File: src/rtl/scb_pkg_pip1.sv
// Shared constants, types and helpers for the pip1 scoreboard slice.
package scb_pkg_pip1;

  localparam int N_cell  = 8;
  localparam int W_ident = 4;
  localparam int W_pip   = 2;
  localparam int W_PA_rx = 5;
  localparam int W_state = 7;
  localparam int D_res   = 16;
  localparam int W_lat   = 4;

  // Reservation table length: horizon plus the two-cycle issue-to-count offset.
  localparam int W_res   = D_res + 2;
  localparam int W_slot  = $clog2(W_res);

  localparam logic [W_ident-1:0] unused_cd = {W_ident{1'b1}};
  localparam logic [W_pip-1:0]   V_pip0    = 2'b01;
  localparam logic [W_pip-1:0]   V_pip1    = 2'b10;

  // Registered insert bus driven into the cell array.
  typedef struct packed {
    logic [W_ident-1:0] addr;
    logic [W_pip-1:0]   pip;
    logic [W_PA_rx-1:0] rd;
    logic [W_state-1:0] state;
  } ins_bus_t;

  // Only the two one-hot pipe codes name a real writeback port.
  function automatic logic pip_is_legal(input logic [W_pip-1:0] pip);
    return (pip == V_pip0) || (pip == V_pip1);
  endfunction

  // One-hot reservation bit at position lat+ofs.
  function automatic logic [W_res-1:0] res_onehot(input logic [W_lat-1:0]  lat,
                                                  input logic [W_slot-1:0] ofs);
    logic [W_res-1:0] v;
    v = {{(W_res-1){1'b0}}, 1'b1} << (W_slot'(lat) + ofs);
    return v;
  endfunction

endpackage

File: src/rtl/scb_minsel_pip1.sv
// Minimum-index reducer: returns the lowest lane that carries a real index and
// is enabled by the mask, or all-ones when no lane qualifies.
module scb_minsel_pip1 #(
  parameter int N = 8,
  parameter int W = 4
) (
  input  logic [N*W-1:0] i_lanes,
  input  logic [N-1:0]   i_mask,
  output logic [W-1:0]   o_idx,
  output logic           o_found
);

  logic [N-1:0] w_sel;
  logic [W-1:0] w_idx;
  logic         w_found;

  // A lane competes when it advertises an index and is not masked off.
  always_comb begin
    w_sel = {N{1'b0}};
    for (int i = 0; i < N; i++) begin
      w_sel[i] = (i_lanes[i*W +: W] != {W{1'b1}}) && i_mask[i];
    end
  end

  // Downward scan so the last hit written is the lowest selectable index.
  always_comb begin
    w_idx   = {W{1'b1}};
    w_found = 1'b0;
    for (int i = N-1; i >= 0; i--) begin
      w_idx   = w_sel[i] ? W'(i) : w_idx;
      w_found = w_found | w_sel[i];
    end
  end

  assign o_idx   = w_idx;
  assign o_found = w_found;

endmodule

File: src/rtl/scb_alloc_pip1.sv
// Insert-side allocator: picks the lowest free cell, reserves the writeback
// slot on the target pipe port and drives the registered insert bus.
module scb_alloc_pip1
  import scb_pkg_pip1::*;
(
  input  logic                      clk,
  input  logic                      rst_n,
  input  logic                      CFI_PC_clear,
  input  logic                      req_valid,
  output logic                      req_ready,
  input  logic [W_pip-1:0]          req_pip,
  input  logic [W_PA_rx-1:0]        req_rd,
  input  logic [W_lat-1:0]          req_lat,
  input  logic [N_cell*W_ident-1:0] candit_insert,
  output logic [W_ident-1:0]        addr_insert,
  output logic [W_pip-1:0]          i_pip,
  output logic [W_PA_rx-1:0]        i_rd_a,
  output logic [W_state-1:0]        i_state,
  output logic                      full
);

  logic [W_res-1:0]   r_res0;
  logic [W_res-1:0]   r_res1;
  logic [W_ident-1:0] r_pend_idx;
  ins_bus_t           r_ins;

  logic [N_cell-1:0]  w_mask;
  logic [W_ident-1:0] w_sel_idx;
  logic               w_found;
  logic [W_slot-1:0]  w_slot;
  logic               w_slot_free;
  logic               w_ready;
  logic               w_accept;
  logic [W_res-1:0]   w_res_add;
  logic [W_res-1:0]   w_res0_nxt;
  logic [W_res-1:0]   w_res1_nxt;
  logic [W_ident-1:0] w_pend_nxt;
  ins_bus_t           w_ins_nxt;

  // The cell issued last cycle does not show INUSED yet, so keep it out.
  always_comb begin
    w_mask = {N_cell{1'b0}};
    for (int i = 0; i < N_cell; i++) begin
      w_mask[i] = (W_ident'(i) != r_pend_idx);
    end
  end

  scb_minsel_pip1 #(
    .N (N_cell),
    .W (W_ident)
  ) u_minsel (
    .i_lanes (candit_insert),
    .i_mask  (w_mask),
    .o_idx   (w_sel_idx),
    .o_found (w_found)
  );

  // Writeback lands at t+2+lat, i.e. bit lat+2 of the table seen this cycle.
  assign w_slot    = W_slot'(req_lat) + W_slot'(2);
  // After this cycle's shift the same writeback sits one bit lower.
  assign w_res_add = res_onehot(req_lat, W_slot'(1));

  // Slot lookup on the requested port; an illegal pipe code never finds a slot.
  always_comb begin
    w_slot_free = 1'b0;
    case (req_pip)
      V_pip0:  w_slot_free = ~r_res0[w_slot];
      V_pip1:  w_slot_free = ~r_res1[w_slot];
      default: w_slot_free = 1'b0;
    endcase
  end

  assign w_ready   = rst_n & ~CFI_PC_clear & w_found & w_slot_free & pip_is_legal(req_pip);
  assign w_accept  = req_valid & w_ready;
  assign req_ready = w_ready;
  assign full      = ~w_found;

  // Next reservation tables: age by one cycle, add the new slot, or flush.
  always_comb begin
    w_res0_nxt = {1'b0, r_res0[W_res-1:1]};
    w_res1_nxt = {1'b0, r_res1[W_res-1:1]};
    if (CFI_PC_clear) begin
      w_res0_nxt = {W_res{1'b0}};
      w_res1_nxt = {W_res{1'b0}};
    end else if (w_accept) begin
      case (req_pip)
        V_pip0:  w_res0_nxt = w_res0_nxt | w_res_add;
        V_pip1:  w_res1_nxt = w_res1_nxt | w_res_add;
        default: w_res0_nxt = w_res0_nxt;
      endcase
    end else begin
      w_res0_nxt = w_res0_nxt;
    end
  end

  // Next insert bus and pending index; payload fields hold when idle.
  always_comb begin
    w_ins_nxt  = r_ins;
    w_pend_nxt = unused_cd;
    if (w_accept) begin
      w_ins_nxt.addr  = w_sel_idx;
      w_ins_nxt.pip   = req_pip;
      w_ins_nxt.rd    = req_rd;
      w_ins_nxt.state = {{(W_state-W_lat){1'b0}}, req_lat};
      w_pend_nxt      = w_sel_idx;
    end else begin
      w_ins_nxt.addr  = unused_cd;
      w_pend_nxt      = unused_cd;
    end
  end

  // State registers: reservation tables, pending cell and insert bus.
  always_ff @(posedge clk or negedge rst_n) begin
    if (!rst_n) begin
      r_res0       <= {W_res{1'b0}};
      r_res1       <= {W_res{1'b0}};
      r_pend_idx   <= unused_cd;
      r_ins.addr   <= unused_cd;
      r_ins.pip    <= {W_pip{1'b0}};
      r_ins.rd     <= {W_PA_rx{1'b0}};
      r_ins.state  <= {W_state{1'b0}};
    end else begin
      r_res0       <= w_res0_nxt;
      r_res1       <= w_res1_nxt;
      r_pend_idx   <= w_pend_nxt;
      r_ins        <= w_ins_nxt;
    end
  end

  assign addr_insert = r_ins.addr;
  assign i_pip       = r_ins.pip;
  assign i_rd_a      = r_ins.rd;
  assign i_state     = r_ins.state;

endmodule
File: config.mk
export PLATFORM = sky130hd
export DESIGN_NAME = scb_alloc_pip1
export DESIGN_NICKNAME = d
export VERILOG_FILES = /design/src/rtl/scb_pkg_pip1.sv /design/src/rtl/scb_minsel_pip1.sv /design/src/rtl/scb_alloc_pip1.sv
export SDC_FILE = /design/constraint.sdc
export NUM_CORES = 1
export LEC_CHECK = 0
export CAP_MARGIN = 15
export CORE_MARGIN = 3
export CORE_UTILIZATION = 30
export CTS_BUF_LIST = sky130_fd_sc_hd__clkbuf_8 sky130_fd_sc_hd__clkbuf_16
export CTS_CLUSTER_DIAMETER = 50
export DETAILED_ROUTE_END_ITERATION = 7
export PLACE_DENSITY_LB_ADDON = 0.12
export REMOVE_ABC_BUFFERS = 1
export SLEW_MARGIN = 20
export SYNTH_ARGS = -nofsm -noshare
export SYNTH_HDL_FRONTEND = slang
export SYNTH_SLANG_ARGS = --single-unit
File: constraint.sdc
create_clock -name clk -period 2.9 [get_ports clk]
set_input_delay 0.29 -clock clk [delete_from_list [all_inputs] [get_ports clk]]
set_output_delay 0.29 -clock clk [all_outputs]
set_load 0.01 [all_outputs]
-- Word-level counts from Yosys, hierarchy flattened
Cells that the tools add are included.
- bits in registers: 51
- latch bits: 0
- bits in writable memories: 0
- bits in read-only memories: 0
- bits of input ports: 47
- output and inout port bits: 20
- word-level logic and storage cells: 75
- memories kept: 0
- $add $sub $neg: 2
- multiply operators: 0
- divide/modulo/power cells: 0
- order comparisons: 1
- equality and inequality tests: 17
- shift-type cells: 1
- multiplexer cells: 20
- bitwise logic cells: 18
- reduce and logical (&&, ||, !) cells: 10
- operator list (cell ; number):
    $mux W18 ; 6
    $mux W4 ; 9
    $or A17 B18 Y18 ; 2
    $ne A4 B4 Y1 const B ; 8
    $shl A1 B5 Y18 const A ; 1
    $ne A3 B4 Y1 const A ; 4
    $bmux W1 S5 ; 2
    $logic_and A1 B1 Y1 ; 8
    $ne A2 B4 Y1 const A ; 2
    $or A1 B1 Y1 ; 7
    $lt A5 B6 Y1 const B ; 1
    $add A4 B1 Y5 const B ; 1
    $add A4 B2 Y5 const B ; 1
    $and A1 B1 Y1 ; 5
    $ne A1 B4 Y1 const A ; 1
    $not A1 Y1 ; 4
    $reduce_bool A4 Y1 ; 1
    $eq A2 B1 Y1 const B ; 1
    $eq A2 B2 Y1 const B ; 1
    $mux W1 ; 2
    $pmux W1 S2 ; 1
    $logic_or A1 B1 Y1 ; 1

-- Logic depth before layout (Yosys ltp)
Gate-level depths: netlist of the first run.
- depth after elaboration: 15
- mapped depth: 10

-- Hierarchy
Synthesis of the first run repeated with hierarchy kept, for this count alone.
- cells, all modules: 271
- area total of the unflattened synthesis: 2792.7 um2
- modules (own cells, without submodules) (module ; times used ; cells an instance ; area an instance (um2) ; sequential area each (um2)):
    scb_alloc_pip1 ; 1 ; 243 ; 2637.5 ; 1281.2
    scb_minsel_pip1 ; 1 ; 28 ; 155.1 ; 0.0

-- Least setup slack after synthesis of the first run
Ideal clock, no wire load.
- kind: reg2reg
- from: register, netlist name addr_insert[0]
- to: register r_ins, in the netlist i_pip[0]
- arrival: 2298 ps
- required time: 2775 ps
- setup slack: 477 ps
- cell stages (with the launch flop): 8
- path buffers: 2
- cells stage by stage: dfstp_2 -> clkbuf_1 -> mux2_2 -> o22ai_1 -> nand2_1 -> o311ai_4 -> buf_6 -> mux2_4
- RTL lines (element ; RTL line ; RTL):
    end signal: assignment ; scb_alloc_pip1.sv:126 ; r_ins <= w_ins_nxt;
    end: declaration ; scb_alloc_pip1.sv:25 ; ins_bus_t r_ins;

==> results of run 1 <==
## cell type report
cell class | count | share of cell area
Clock buffer | 5 | 0.0172
Clock inverter | 3 | 0.0169
Inverter | 40 | 0.0375
Sequential cell | 51 | 0.320
Tap cell | 129 | 0.0404
Timing Repair Buffer | 91 | 0.216
Multi-Input combinational cell | 179 | 0.351
## registers in the layout (all words and copies together) (netlist names)
signal,flops
i_state,4
i_pip,2
addr_insert,4
i_rd_a,5
r_res1,18
r_res0,18
## where the power goes
part | total, mW | leakage [nW] | switching [mW] | internal (mW)
Clock | 0.593 | 0.0644 | 0.249 | 0.344
Combinational | 0.434 | 0.891 | 0.174 | 0.260
Sequential | 0.800 | 0.673 | 0.0324 | 0.767
## repair_timing
action,in CTS,in global routing
hold buffers,0,0
setup endpoints to repair,1,0
buffers inserted,0,0
gates resized for setup,6,0
## worst paths after layout
path / startpoint / to / cells after the start
worst max register to register: addr_insert[0] / i_state[1] / 7
worst max-delay path: addr_insert[0] / full / 5
min in group clk: i_rd_a[2] / i_rd_a[2] / 1
worst min-delay path: rst_n / r_res0[14] / 2
worst min register to register: i_rd_a[2] / i_rd_a[2] / 1
max in group asynchronous: rst_n / i_pip[0] / 2
## placed cells by master, fill, tap and decap left out, drive strengths merged, types with 6 or more instances in the layout
cell type	netlist	layout
clkdlybuf4s50	0	60
o22ai	24	24
nand4	13	13
o32ai	14	14
nor2	8	8
nand2	24	24
dfrtp	47	47
buf	14	29
mux2i	8	8
mux2	14	14
inv	40	40
nand3	9	9
mux4	7	7
o21ai	6	6
## cell families after synthesis
| logic type | count (synthesis) |
|---|---|
| xor gates and xnor gates | 2 |
| and+or+nand+nor | 75 |
| other | 1 |
| AOI/OAI and AO/OA | 63 |
| muxes | 29 |
| adders and majority gates | 5 |
| DFF | 51 |
| buffers and inverters | 63 |
## stage by stage
step	hold WS [ns]	cell area, sq um
floorplan	-0.00559	2820
global placement	0.495	3850
detailed placement	0.495	3850
CTS	0.189	4000
global route	0.215	4000
finish	0.162	4000
## routing by layer
| metal | vias up | share of wire |
|---|---|---|
| met1 | 1160 | 0.48 |
| met5 | - | 0 |
| met4 | 0 | 0.015 |
| met2 | 72 | 0.44 |
| met3 | 7 | 0.065 |
| li1 | 1193 | - |
==> impl_table.tex, run 1 <==
\begin{tabular}{lr}
\hline
Metric & Value \\
\hline
\multicolumn{2}{l}{\textbf{Timing}} \\
\quad Fraction of the cycle the final worst path needs & 0.952 \\
\quad Final clock skew & 0.00532 ns \\
\quad Final count of hold timing violations & 0 \\
\quad Unrepaired setup endpoints after global routing & false \\
\quad Slew of the pin with the lowest slew margin & 0.686 ns \\
\quad Setup violations, final & 0 \\
\quad Setup\_tns & 0 ns \\
\quad Max-slew violations & 0 \\
\quad Worst slew margin & 0.541 \\
\quad PnR worst setup slack & $\sim$0.14 ns \\
\quad Max Fclk & 362 MHz \\
\quad Minimum clock period & between 2 and 3 ns \\
\multicolumn{2}{l}{\textbf{Power and ir drop}} \\
\quad Largest vdd supply drop & between 0.2 and 0.25 mV \\
\quad Total power draw & roughly 1.8 mW \\
\quad Power density cells & 457 nW/um\^{}2 \\
\quad P\_leak & 1.63 nW \\
\multicolumn{2}{l}{\textbf{Cells and area}} \\
\quad Count of antenna diodes in the layout & 0 \\
\quad Signed area change from the synthesized netlist to the final layout & 35.2\% \\
\quad Core utilization of the finished layout & 0.425 \\
\quad Area taken by flip-flops and latches & 1280 sq um \\
\quad Footprint of the multi-input gates & 1410 sq um \\
\quad Total Nets Final & 420 \\
\quad Non-filler instance count after layout & around 500 \\
\quad Fill count & 919 \\
\quad Fraction of layout cells with a size suffix above 1 & 0.179 \\
\multicolumn{2}{l}{\textbf{Critical path}} \\
\quad Setup slack, reg-to-reg & 0.41 ns \\
\quad Buf+Inv Stages, Crit Path & 1 \\
\quad Critical path fanouts, max & 9 \\
\quad Worst Setup Start Kind & flip-flop \\
\quad Cell-by-cell listing of the critical path & mux2\_2, o22ai\_1, nand2\_1, nor3\_1, clkdlybuf4s50\_1 \\
\quad CP Class & flip-flop to output port \\
\quad Critical Path Sink Type & output port \\
\quad Slowest cell on the critical path & sky130\_fd\_sc\_hd\_\_dfstp\_2 \\
\quad Required time of the critical path & 2.61 ns \\
\quad Worst Path Arrival & 2.47 ns \\
\quad Crit-path max cell delay & 0.64 ns \\
\quad Delay-heaviest family, CP & flip-flops \\
\multicolumn{2}{l}{\textbf{Route}} \\
\quad Total number of vias & approximately 2400 \\
\quad DRC marker count from the first detailed-route iteration & just under 100 \\
\quad Routed len/inst & approximately 16 um \\
\quad Residual antenna-violating net count after detailed routing & 0 \\
\quad Routed via count divided by cell count & 4.88 \\
\quad Post-detailed-routing wire length & 7960 um \\
\quad Post-route DRC violation count & 0 \\
\quad Number of iterations in the first detailed-routing pass & 4 \\
\multicolumn{2}{l}{\textbf{Clock network}} \\
\quad TritonCTS clock tree & built \\
\quad Sink count of the clock tree & approximately 50 \\
\quad Worst skew pair latency & 0.31 ns \\
\quad Clock buffers created by TritonCTS & 5 \\
\quad Clock tree root driver cell & sky130\_fd\_sc\_hd\_\_clkbuf\_8 \\
\quad Clock-pin slew reported for the worst setup and hold paths after clock tree synthesis & around 0.10 ns \\
\quad CTS max path bufs & 2 \\
\quad H-tree levels & 2 \\
\multicolumn{2}{l}{\textbf{Yosys}} \\
\quad Post-synthesis xor/xnor area fraction & 0.00592 \\
\quad Most common flop cell mapped by yosys & sky130\_fd\_sc\_hd\_\_dfrtp\_1 \\
\quad Leading cell types by count after synthesis & sky130\_fd\_sc\_hd\_\_dfrtp\_1 (47), sky130\_fd\_sc\_hd\_\_inv\_1 (39), sky130\_fd\_sc\_hd\_\_nand2\_1 (24), sky130\_fd\_sc\_hd\_\_o22ai\_1 (23), sky130\_fd\_sc\_hd\_\_o32ai\_1 (14) \\
\quad Synthesis warning total & 0 \\
\quad Top cell type's share of synthesized area & 0.397 \\
\quad Cell area after synthesis & 2960 sq um \\
\quad Adder-cell area share of the yosys netlist & 0.0211 \\
\quad Count of different cell masters after synthesis & 47 \\
\quad Synth top area cells & sky130\_fd\_sc\_hd\_\_dfrtp\_1 (40\%), sky130\_fd\_sc\_hd\_\_mux2\_4 (5.6\%), sky130\_fd\_sc\_hd\_\_mux4\_2 (5.3\%) \\
\quad Flop and latch count out of synthesis & 51 \\
\quad FFs w/ async S/R, synth & 1.00 \\
\quad Part of the Yosys area used for sequential elements & 0.433 \\
\quad Cell taking the most area after synthesis & sky130\_fd\_sc\_hd\_\_dfrtp\_1 \\
\quad Most instantiated library cell after synthesis & sky130\_fd\_sc\_hd\_\_dfrtp\_1 \\
\quad Portion of netlist area occupied by mux cells & 0.148 \\
\quad Compound-gate portion of the synthesized area & 0.159 \\
\quad Syn Area/Cell & 10.2 sq um \\
\quad Share of synthesized cell area in and, or, nand and nor gates & 0.131 \\
\quad Largest family of logic cells by synthesized area & compound AO/OA/AOI/OAI gates \\
\quad Post-synthesis cell count & roughly 290 \\
\quad Post-synth EDFFs & 0 \\
\multicolumn{2}{l}{\textbf{Flow run}} \\
\quad Number of maximum-capacitance constraint violations & 0 \\
\multicolumn{2}{l}{\textbf{Placement}} \\
\quad Global placement routability congestion & 0.816 \\
\quad Number of buffer cells added on primary ports & 63 \\
\quad Setup Slack @ Placement & -0.177 ns \\
\quad Sum of net half-perimeters after detailed placement & 5910 um \\
\quad Number of placed instances with taps included & 490 \\
\multicolumn{2}{l}{\textbf{GRT}} \\
\quad Met2 Usage GRT & 0.222 \\
\quad GRT met3 Usage & 0.0349 \\
\quad GR Layer Usage met1 & 0.218 \\
\quad Maximum number of pins on one net before global-route repair & 52 \\
\quad Most Crowded Layer GR & met2 \\
\quad Remaining global-route overflow & 0 \\
\quad Overall global routing resource usage & 0.149 \\
\quad Via count of the first global-routing pass & roughly 2500 \\
\quad Global-route wire length before repair & approximately 13000 um \\
\quad Initial antenna violation count & 0 \\
\multicolumn{2}{l}{\textbf{Floorplan}} \\
\quad Chip Width & 105 um \\
\quad Core area & 9420 sq um \\
\quad Initial core utilization & 0.314 \\
\quad Die area & around 11000 sq um \\
\quad FP Rows & 35 \\
\quad Height of the die & around 110 um \\
\quad Number of I/O pins & between 60 and 70 \\
\multicolumn{2}{l}{\textbf{Status}} \\
\quad Outcome & completed \\
\multicolumn{2}{l}{\textbf{Worst hold path}} \\
\quad Type of the most critical hold path & primary input to asynchronous set/reset pin \\
\hline
\end{tabular}
No activity file was read; power rests on OpenSTA's default activity.
==> run 2, diff against run 1 <==
==> constraint.sdc (replaced) <==
create_clock -name clk -period 2.53 [get_ports clk]
set_input_delay 0.253 -clock clk [delete_from_list [all_inputs] [get_ports clk]]
set_output_delay 0.253 -clock clk [all_outputs]
set_load 0.01 [all_outputs]
==> run 2 against run 1 <==
  * Combinational power up 22%
  * Sequential share of layout area shrank 1.9 points
  * Die area did not move
  * Design area is 6.4% higher
  * Total power grew 6.3%
  * Largest power group unchanged
  * Register-to-register slack worse by 0.33 ns
  * Utilization up 2.7 points
  * Wire length rose by 7.0%
  * Non-clock buffer count up 22
  * Clock power decreased by 16%
==> impl_table.tex, run 2 (same netlist as run 1, synthesis figures left out) <==
\begin{tabular}{lr}
\hline
Metric & Value \\
\hline
\multicolumn{2}{l}{\textbf{Status}} \\
\quad Outcome & completed \\
\multicolumn{2}{l}{\textbf{Power and ir drop}} \\
\quad Relative contribution of sequential cells to total power & 0.471 (+0.033) \\
\quad P\_leak & 1.77 nW (+8.6\%) \\
\quad Power density cells & 456 nW/um\^{}2 (about the same) \\
\quad Part of the total power dissipated in the clock network & 0.257 (-0.068) \\
\quad Gate power share & 0.272 (+0.034) \\
\quad Sw Ratio & 0.281 (+0.0314) \\
\quad Switching power of the nets & 545 uW (+20\%) \\
\quad Internal power of the cells & 1.40 mW (+1.9\%) \\
\quad Largest vdd supply drop & 0.329 mV (+32\%) \\
\multicolumn{2}{l}{\textbf{Critical path}} \\
\quad Worst reg2reg endpoint & i\_state[3] \\
\quad Library cell appearing most often on the critical path & sky130\_fd\_sc\_hd\_\_buf\_12 \\
\quad Setup slack, reg-to-reg & 0.08 ns (-0.33 ns) \\
\quad Crit-path max cell delay & 0.58 ns (-0.06 ns) \\
\quad Buf+Inv Stages, Crit Path & 3 (+2) \\
\quad Critical Path Sink Type & flip-flop \\
\quad Logic depth of the worst register-to-register path & 7 (unchanged) \\
\quad Delay-heaviest family, CP & compound AO/OA/AOI/OAI gates \\
\quad Startpoint of the lowest-slack register-to-register path & addr\_insert[2] \\
\quad Required time of the critical path & 2.74 ns (+0.13 ns) \\
\quad Worst Path Arrival & 2.66 ns (+0.19 ns) \\
\quad Cell-by-cell listing of the critical path & or3b\_1, o22a\_1, buf\_4, o311ai\_4, buf\_12, buf\_12, mux2\_4 \\
\quad Slowest cell on the critical path & sky130\_fd\_sc\_hd\_\_dfstp\_2 \\
\quad Worst Setup Start Kind & flip-flop \\
\quad Crit path depth & 7 (+2) \\
\quad CP Class & flip-flop to flip-flop \\
\quad Critical path fanouts, max & 16 (+7) \\
\multicolumn{2}{l}{\textbf{Timing}} \\
\quad Setup\_tns & 0 ns (unchanged) \\
\quad Max Fclk & 408 MHz \\
\quad Minimum clock period & 2.45 ns \\
\quad Worst slew margin & 0.569 (+0.0276) \\
\quad PnR worst setup slack & 0.0800 ns (-0.0596 ns) \\
\quad Slew of the pin with the lowest slew margin & 0.647 ns (-0.0388 ns) \\
\quad Setup violations, final & 0 (unchanged) \\
\quad Fraction of the cycle the final worst path needs & 0.968 \\
\quad Final clock skew & 0.00879 ns (+0.00347 ns) \\
\quad Max-slew violations & 0 (unchanged) \\
\quad Unrepaired setup endpoints after global routing & false \\
\quad Hold Worst Slack & 0.109 ns (-0.0530 ns) \\
\quad Final count of hold timing violations & 0 (unchanged) \\
\multicolumn{2}{l}{\textbf{Clock network}} \\
\quad Clock tree root driver cell & sky130\_fd\_sc\_hd\_\_clkbuf\_8 \\
\quad Sink count of the clock tree & 51 (unchanged) \\
\quad CTS max path bufs & 2 (unchanged) \\
\quad Clock buffers created by TritonCTS & 5 (unchanged) \\
\quad Worst skew pair latency & 0.31 ns (about the same) \\
\quad H-tree levels & 2 (unchanged) \\
\quad TritonCTS clock tree & built \\
\quad Hold Buf Count CTS & 0 (unchanged) \\
\quad Clock-pin slew reported for the worst setup and hold paths after clock tree synthesis & 0.10 ns (about the same) \\
\multicolumn{2}{l}{\textbf{Cells and area}} \\
\quad Summed area of non-filler cells in the final layout & 4260 sq um (+6.4\%) \\
\quad Commonest non-fill, non-tap cell in the layout & sky130\_fd\_sc\_hd\_\_clkdlybuf4s50\_1 \\
\quad Fraction of layout cells with a size suffix above 1 & 0.261 (+0.0820) \\
\quad Most frequent cells in the layout & sky130\_fd\_sc\_hd\_\_clkdlybuf4s50\_1 (57), sky130\_fd\_sc\_hd\_\_dfrtp\_1 (47), sky130\_fd\_sc\_hd\_\_buf\_4 (41) \\
\quad Count of antenna diodes in the layout & 0 (unchanged) \\
\quad Signed area change from the synthesized netlist to the final layout & 43.8\% \\
\quad Core utilization of the finished layout & 0.452 (+0.0272) \\
\quad Total Nets Final & 442 (+5.2\%) \\
\multicolumn{2}{l}{\textbf{Floorplan}} \\
\quad FP Rows & 35 (unchanged) \\
\quad Initial core utilization & 0.314 (unchanged) \\
\quad Height of the die & 105 um (unchanged) \\
\quad Die area & 11100 sq um (unchanged) \\
\quad Core area & 9420 sq um (unchanged) \\
\quad Chip Width & 105 um (unchanged) \\
\quad Number of I/O pins & 67 (unchanged) \\
\multicolumn{2}{l}{\textbf{Placement}} \\
\quad Global placement routability congestion & 0.843 (+3.3\%) \\
\quad Post-DP Area & 3920 sq um (+2.0\%) \\
\quad Sum of net half-perimeters after detailed placement & 6080 um (+3.0\%) \\
\quad Number of buffer cells added on primary ports & 63 (unchanged) \\
\quad Setup Slack @ Placement & -0.478 ns (-0.302 ns) \\
\multicolumn{2}{l}{\textbf{GRT}} \\
\quad Maximum number of pins on one net before global-route repair & 52 (unchanged) \\
\quad Remaining global-route overflow & 0 (unchanged) \\
\quad Initial antenna violation count & 0 (unchanged) \\
\quad Via count of the first global-routing pass & 2628 (+6.1\%) \\
\quad Global-route wire length before repair & 13600 um (+1.6\%) \\
\quad Overall global routing resource usage & 0.151 (+0.00162) \\
\multicolumn{2}{l}{\textbf{Route}} \\
\quad Number of iterations in the first detailed-routing pass & 4 (unchanged) \\
\quad Routed len/inst & 16.4 um (+2.5\%) \\
\quad Post-route DRC violation count & 0 (unchanged) \\
\quad Residual antenna-violating net count after detailed routing & 0 (unchanged) \\
\quad Post-detailed-routing wire length & 8520 um (+7.0\%) \\
\quad Total number of vias & 2581 (+6.1\%) \\
\quad DRC marker count from the first detailed-route iteration & 135 (+38\%) \\
\quad Routed via count divided by cell count & 4.96 (+1.6\%) \\
\multicolumn{2}{l}{\textbf{Flow run}} \\
\quad Number of maximum-capacitance constraint violations & 0 (unchanged) \\
\multicolumn{2}{l}{\textbf{Worst hold path}} \\
\quad Type of the most critical hold path & primary input to asynchronous set/reset pin \\
\hline
\end{tabular}
[run 2: area by class of cell]
cell class              instances  area (sq um)
fillers                       893          5160
multi-input cells             179          1480
flip-flops and latches         51          1280
clock inverters                 3          25.0
well taps                     129           161
repair buffers                113          1090
inverters                      40           150
clock buffers                   5          68.8
[run 2: metal layers]
| metal | up-vias | track usage | share of wire |
|---|---|---|---|
| met5 | - | 0 | 0 |
| met4 | 0 | 0.0440 | 0.014 |
| met3 | 10 | 0.0337 | 0.055 |
| met2 | 78 | 0.236 | 0.48 |
| met1 | 1264 | 0.208 | 0.45 |
| li1 | 1229 | - | - |
[run 2: worst max path at each step]
stage                   start    endpoint
3_3_place_gp       req_lat[1]   req_ready
3_5_place_dp       req_lat[1]   req_ready
6_report       addr_insert[2]  i_state[3]
4_1_cts            req_lat[0]   req_ready
2_1_floorplan  addr_insert[0]    i_pip[0]
5_1_grt        addr_insert[2]  i_state[3]
[run 2: what timing repair did]
item	in CTS	in global routing
gates cloned	0	1
buffers inserted	2	9
endpoints found under the setup margin	44	25
pin swaps	1	5
resized for setup	13	22
[run 2: worst register-to-register path, cell delays in order, from the launching register on]
cell,delay [ns]
sky130_fd_sc_hd__dfstp_2,0.58
sky130_fd_sc_hd__or3b_1,0.39
sky130_fd_sc_hd__o22a_1,0.22
sky130_fd_sc_hd__buf_4,0.16
sky130_fd_sc_hd__o311ai_4,0.38
sky130_fd_sc_hd__buf_12,0.17
sky130_fd_sc_hd__buf_12,0.14
sky130_fd_sc_hd__mux2_4,0.31
[run 2: power by group through the flow]
stage | logic (mW) | registers, mW | clock network (mW)
after floorplan | 0.172 | 0.955 | 0
final | 0.528 | 0.915 | 0.499
after global routing | 0.567 | 0.926 | 0.553
after detailed placement | 0.506 | 0.933 | 0
after CTS | 0.516 | 0.917 | 0.517
after global placement | 0.500 | 0.935 | 0
[run 2: metrics by stage]
stage               cells  total power [mW]
floorplan             270              1.13
global placement      500              1.43
detailed placement    500              1.44
CTS                   510              1.95
global route          520              2.05
finish                520              1.94
==> run 3, diff against run 2 <==
==> constraint.sdc (replaced) <==
create_clock -name clk -period 2.6 [get_ports clk]
set_input_delay 0.26 -clock clk [delete_from_list [all_inputs] [get_ports clk]]
set_output_delay 0.26 -clock clk [all_outputs]
set_load 0.01 [all_outputs]
==> run 3 against run 2 <==
  * Final cell count up 0.19%
  * Design area up 0.79%
  * Sequential cell count unchanged
  * First-iteration DRC count down 4.4%
  * Global-route usage down 0.55 points
  * Clock power up 16%
  * Critical path depth up 2
==> impl_table.tex, run 3 (same netlist as run 1, synthesis figures left out) <==
\begin{tabular}{lr}
\hline
Metric & Value \\
\hline
\multicolumn{2}{l}{\textbf{Clock network}} \\
\quad H-tree levels & 2 (unchanged) \\
\quad Worst skew pair latency & 0.32 ns (about the same) \\
\quad TritonCTS clock tree & built \\
\quad CTS max path bufs & 2 (unchanged) \\
\quad Clock-pin slew reported for the worst setup and hold paths after clock tree synthesis & 0.11 ns (about the same) \\
\quad Clock buffers created by TritonCTS & 5 (unchanged) \\
\quad Clock tree root driver cell & sky130\_fd\_sc\_hd\_\_clkbuf\_8 \\
\quad Hold Buf Count CTS & 0 (unchanged) \\
\quad Sink count of the clock tree & 51 (unchanged) \\
\multicolumn{2}{l}{\textbf{Flow run}} \\
\quad Number of maximum-capacitance constraint violations & 0 (unchanged) \\
\multicolumn{2}{l}{\textbf{Cells and area}} \\
\quad Count of antenna diodes in the layout & 0 (unchanged) \\
\quad Most frequent cells in the layout & sky130\_fd\_sc\_hd\_\_clkdlybuf4s50\_1 (57), sky130\_fd\_sc\_hd\_\_dfrtp\_1 (47), sky130\_fd\_sc\_hd\_\_buf\_4 (42) \\
\quad Commonest non-fill, non-tap cell in the layout & sky130\_fd\_sc\_hd\_\_clkdlybuf4s50\_1 \\
\quad Area taken by flip-flops and latches & 1280 sq um (unchanged) \\
\quad Fill count & 919 (+2.9\%) \\
\quad Total Nets Final & 443 (+0.23\%) \\
\quad Fraction of layout cells with a size suffix above 1 & 0.260 (-0.000665) \\
\quad Footprint of the multi-input gates & 1490 sq um (about the same) \\
\quad Signed area change from the synthesized netlist to the final layout & 45.0\% \\
\multicolumn{2}{l}{\textbf{Worst hold path}} \\
\quad Type of the most critical hold path & primary input to asynchronous set/reset pin \\
\multicolumn{2}{l}{\textbf{Critical path}} \\
\quad Critical Path Sink Type & flip-flop \\
\quad CP Class & flip-flop to flip-flop \\
\quad Logic depth of the worst register-to-register path & 9 (+2) \\
\quad Startpoint of the lowest-slack register-to-register path & r\_res1[13] \\
\quad Worst Setup Start Kind & flip-flop \\
\quad Critical path fanouts, max & 7 (-9) \\
\quad Required time of the critical path & 2.82 ns (+0.08 ns) \\
\quad Setup slack, reg-to-reg & 0.18 ns (+0.10 ns) \\
\quad Worst Path Arrival & 2.63 ns (-0.03 ns) \\
\quad Worst reg2reg endpoint & r\_res0[3] \\
\multicolumn{2}{l}{\textbf{Power and ir drop}} \\
\quad P\_leak & 1.78 nW (+0.96\%) \\
\quad Largest vdd supply drop & 0.250 mV (-24\%) \\
\quad Power density cells & 462 nW/um\^{}2 (+1.3\%) \\
\quad Total power draw & 1.98 mW (+2.1\%) \\
\multicolumn{2}{l}{\textbf{Timing}} \\
\quad Setup violations, final & 0 (unchanged) \\
\quad Slew of the pin with the lowest slew margin & 0.637 ns (-0.00997 ns) \\
\quad Fraction of the cycle the final worst path needs & 0.930 (-0.0387) \\
\quad Worst slew margin & 0.575 (+0.00665) \\
\quad Setup\_tns & 0 ns (unchanged) \\
\quad Max-slew violations & 0 (unchanged) \\
\quad Final count of hold timing violations & 0 (unchanged) \\
\quad Max Fclk & 414 MHz (+1.4\%) \\
\quad Hold Worst Slack & 0.124 ns (+0.0150 ns) \\
\quad Final clock skew & 0.0102 ns (+0.00136 ns) \\
\quad Minimum clock period & 2.42 ns (-0.0328 ns) \\
\quad Unrepaired setup endpoints after global routing & false \\
\multicolumn{2}{l}{\textbf{Floorplan}} \\
\quad Initial core utilization & 0.314 (unchanged) \\
\quad Core area & 9420 sq um (unchanged) \\
\quad Chip Width & 105 um (unchanged) \\
\quad Number of I/O pins & 67 (unchanged) \\
\quad Die area & 11100 sq um (unchanged) \\
\quad FP Rows & 35 (unchanged) \\
\quad Height of the die & 105 um (unchanged) \\
\multicolumn{2}{l}{\textbf{Status}} \\
\quad Outcome & completed \\
\multicolumn{2}{l}{\textbf{GRT}} \\
\quad Remaining global-route overflow & 0 (unchanged) \\
\quad Via count of the first global-routing pass & 2533 (-3.6\%) \\
\quad Initial antenna violation count & 0 (unchanged) \\
\quad Overall global routing resource usage & 0.145 (-0.00550) \\
\quad Maximum number of pins on one net before global-route repair & 52 (unchanged) \\
\quad Global-route wire length before repair & 13100 um (-3.6\%) \\
\multicolumn{2}{l}{\textbf{Route}} \\
\quad Total number of vias & 2530 (-2.0\%) \\
\quad Routed via count divided by cell count & 4.86 (-2.2\%) \\
\quad Post-route DRC violation count & 0 (unchanged) \\
\quad Routed len/inst & 16.0 um (-2.6\%) \\
\quad Post-detailed-routing wire length & 8320 um (-2.4\%) \\
\quad Residual antenna-violating net count after detailed routing & 0 (unchanged) \\
\quad DRC marker count from the first detailed-route iteration & 129 (-4.4\%) \\
\quad Number of iterations in the first detailed-routing pass & 4 (unchanged) \\
\multicolumn{2}{l}{\textbf{Placement}} \\
\quad Global placement routability congestion & 0.878 (+4.2\%) \\
\quad Sum of net half-perimeters after detailed placement & 6080 um (-0.12\%) \\
\quad Number of buffer cells added on primary ports & 63 (unchanged) \\
\hline
\end{tabular}
## run 3: changes by cell type in the layout (fill, tap and decap cells not counted), sizes merged
cell,delta
dlygate4sd2,+1
inv,+1
bufinv,+1
clkinv,-2
## run 3: timing repair
action                                  4_1_cts  5_1_grt
endpoints found under the setup margin       23       11
pin swaps                                     2        4
resized for setup                            11       14
cloned                                        0        1
buffers inserted                              5        3
hold endpoints to repair                      0        0
## run 3: power by group
group          internal (mW)  switching [mW]  leakage, nW  total (mW)
clock network          0.290           0.288       0.0548       0.579
logic                  0.312           0.203         1.06       0.514
registers              0.856          0.0354        0.673       0.891
## run 3: area by class of cell
class                      instances  share of cell area
clock inverter                     3              0.0108
tap                              129              0.0376
clock buffer                       5              0.0160
timing repair buffer             114               0.256
multi-input combinational        179               0.346
sequential                        51               0.299
inverter                          40              0.0350
## run 3: per-stage QoR
stage	cells	setup WS, ns	util	instance area (sq um)
finish	521	0.183	0.456	4290
global placement	504	-0.404	0.422	3980
detailed placement	504	-0.444	0.422	3980
floorplan	270	-0.384	-	2820
CTS	517	0.00592	0.443	4170
global route	521	0.0886	0.456	4290
## run 3: worst max path at each step
stage | to | startpoint | depth (start not counted) | slack [ns]
after floorplan | i_pip[0] | addr_insert[0] | 5 | -0.38
after global placement | r_res0[7] | req_lat[1] | 11 | -0.40
after detailed placement | r_res0[7] | req_lat[1] | 11 | -0.44
after CTS | req_ready | req_lat[0] | 8 | 0.006
after global routing | r_res0[3] | req_lat[1] | 11 | 0.09
final | r_res0[3] | r_res1[13] | 9 | 0.18
## run 3: layer usage
metal	wire [um]	share of wire	track usage	vias up
met2	3910	0.47	0.235	72
met5	0	0	0	-
met3	551	0.066	0.0318	4
met1	3810	0.46	0.201	1221
li1	-	-	-	1233
met4	51	0.0061	0.0291	0
## run 3: worst max-delay path, stage by stage, from the launching register on
cell	delay [ns]
sky130_fd_sc_hd__dfrtp_1	0.40
sky130_fd_sc_hd__mux4_2	0.49
sky130_fd_sc_hd__mux2i_1	0.20
sky130_fd_sc_hd__o22ai_2	0.14
sky130_fd_sc_hd__o22ai_4	0.22
sky130_fd_sc_hd__buf_6	0.13
sky130_fd_sc_hd__o311ai_4	0.14
sky130_fd_sc_hd__buf_12	0.18
sky130_fd_sc_hd__buf_4	0.15
sky130_fd_sc_hd__o32ai_2	0.27
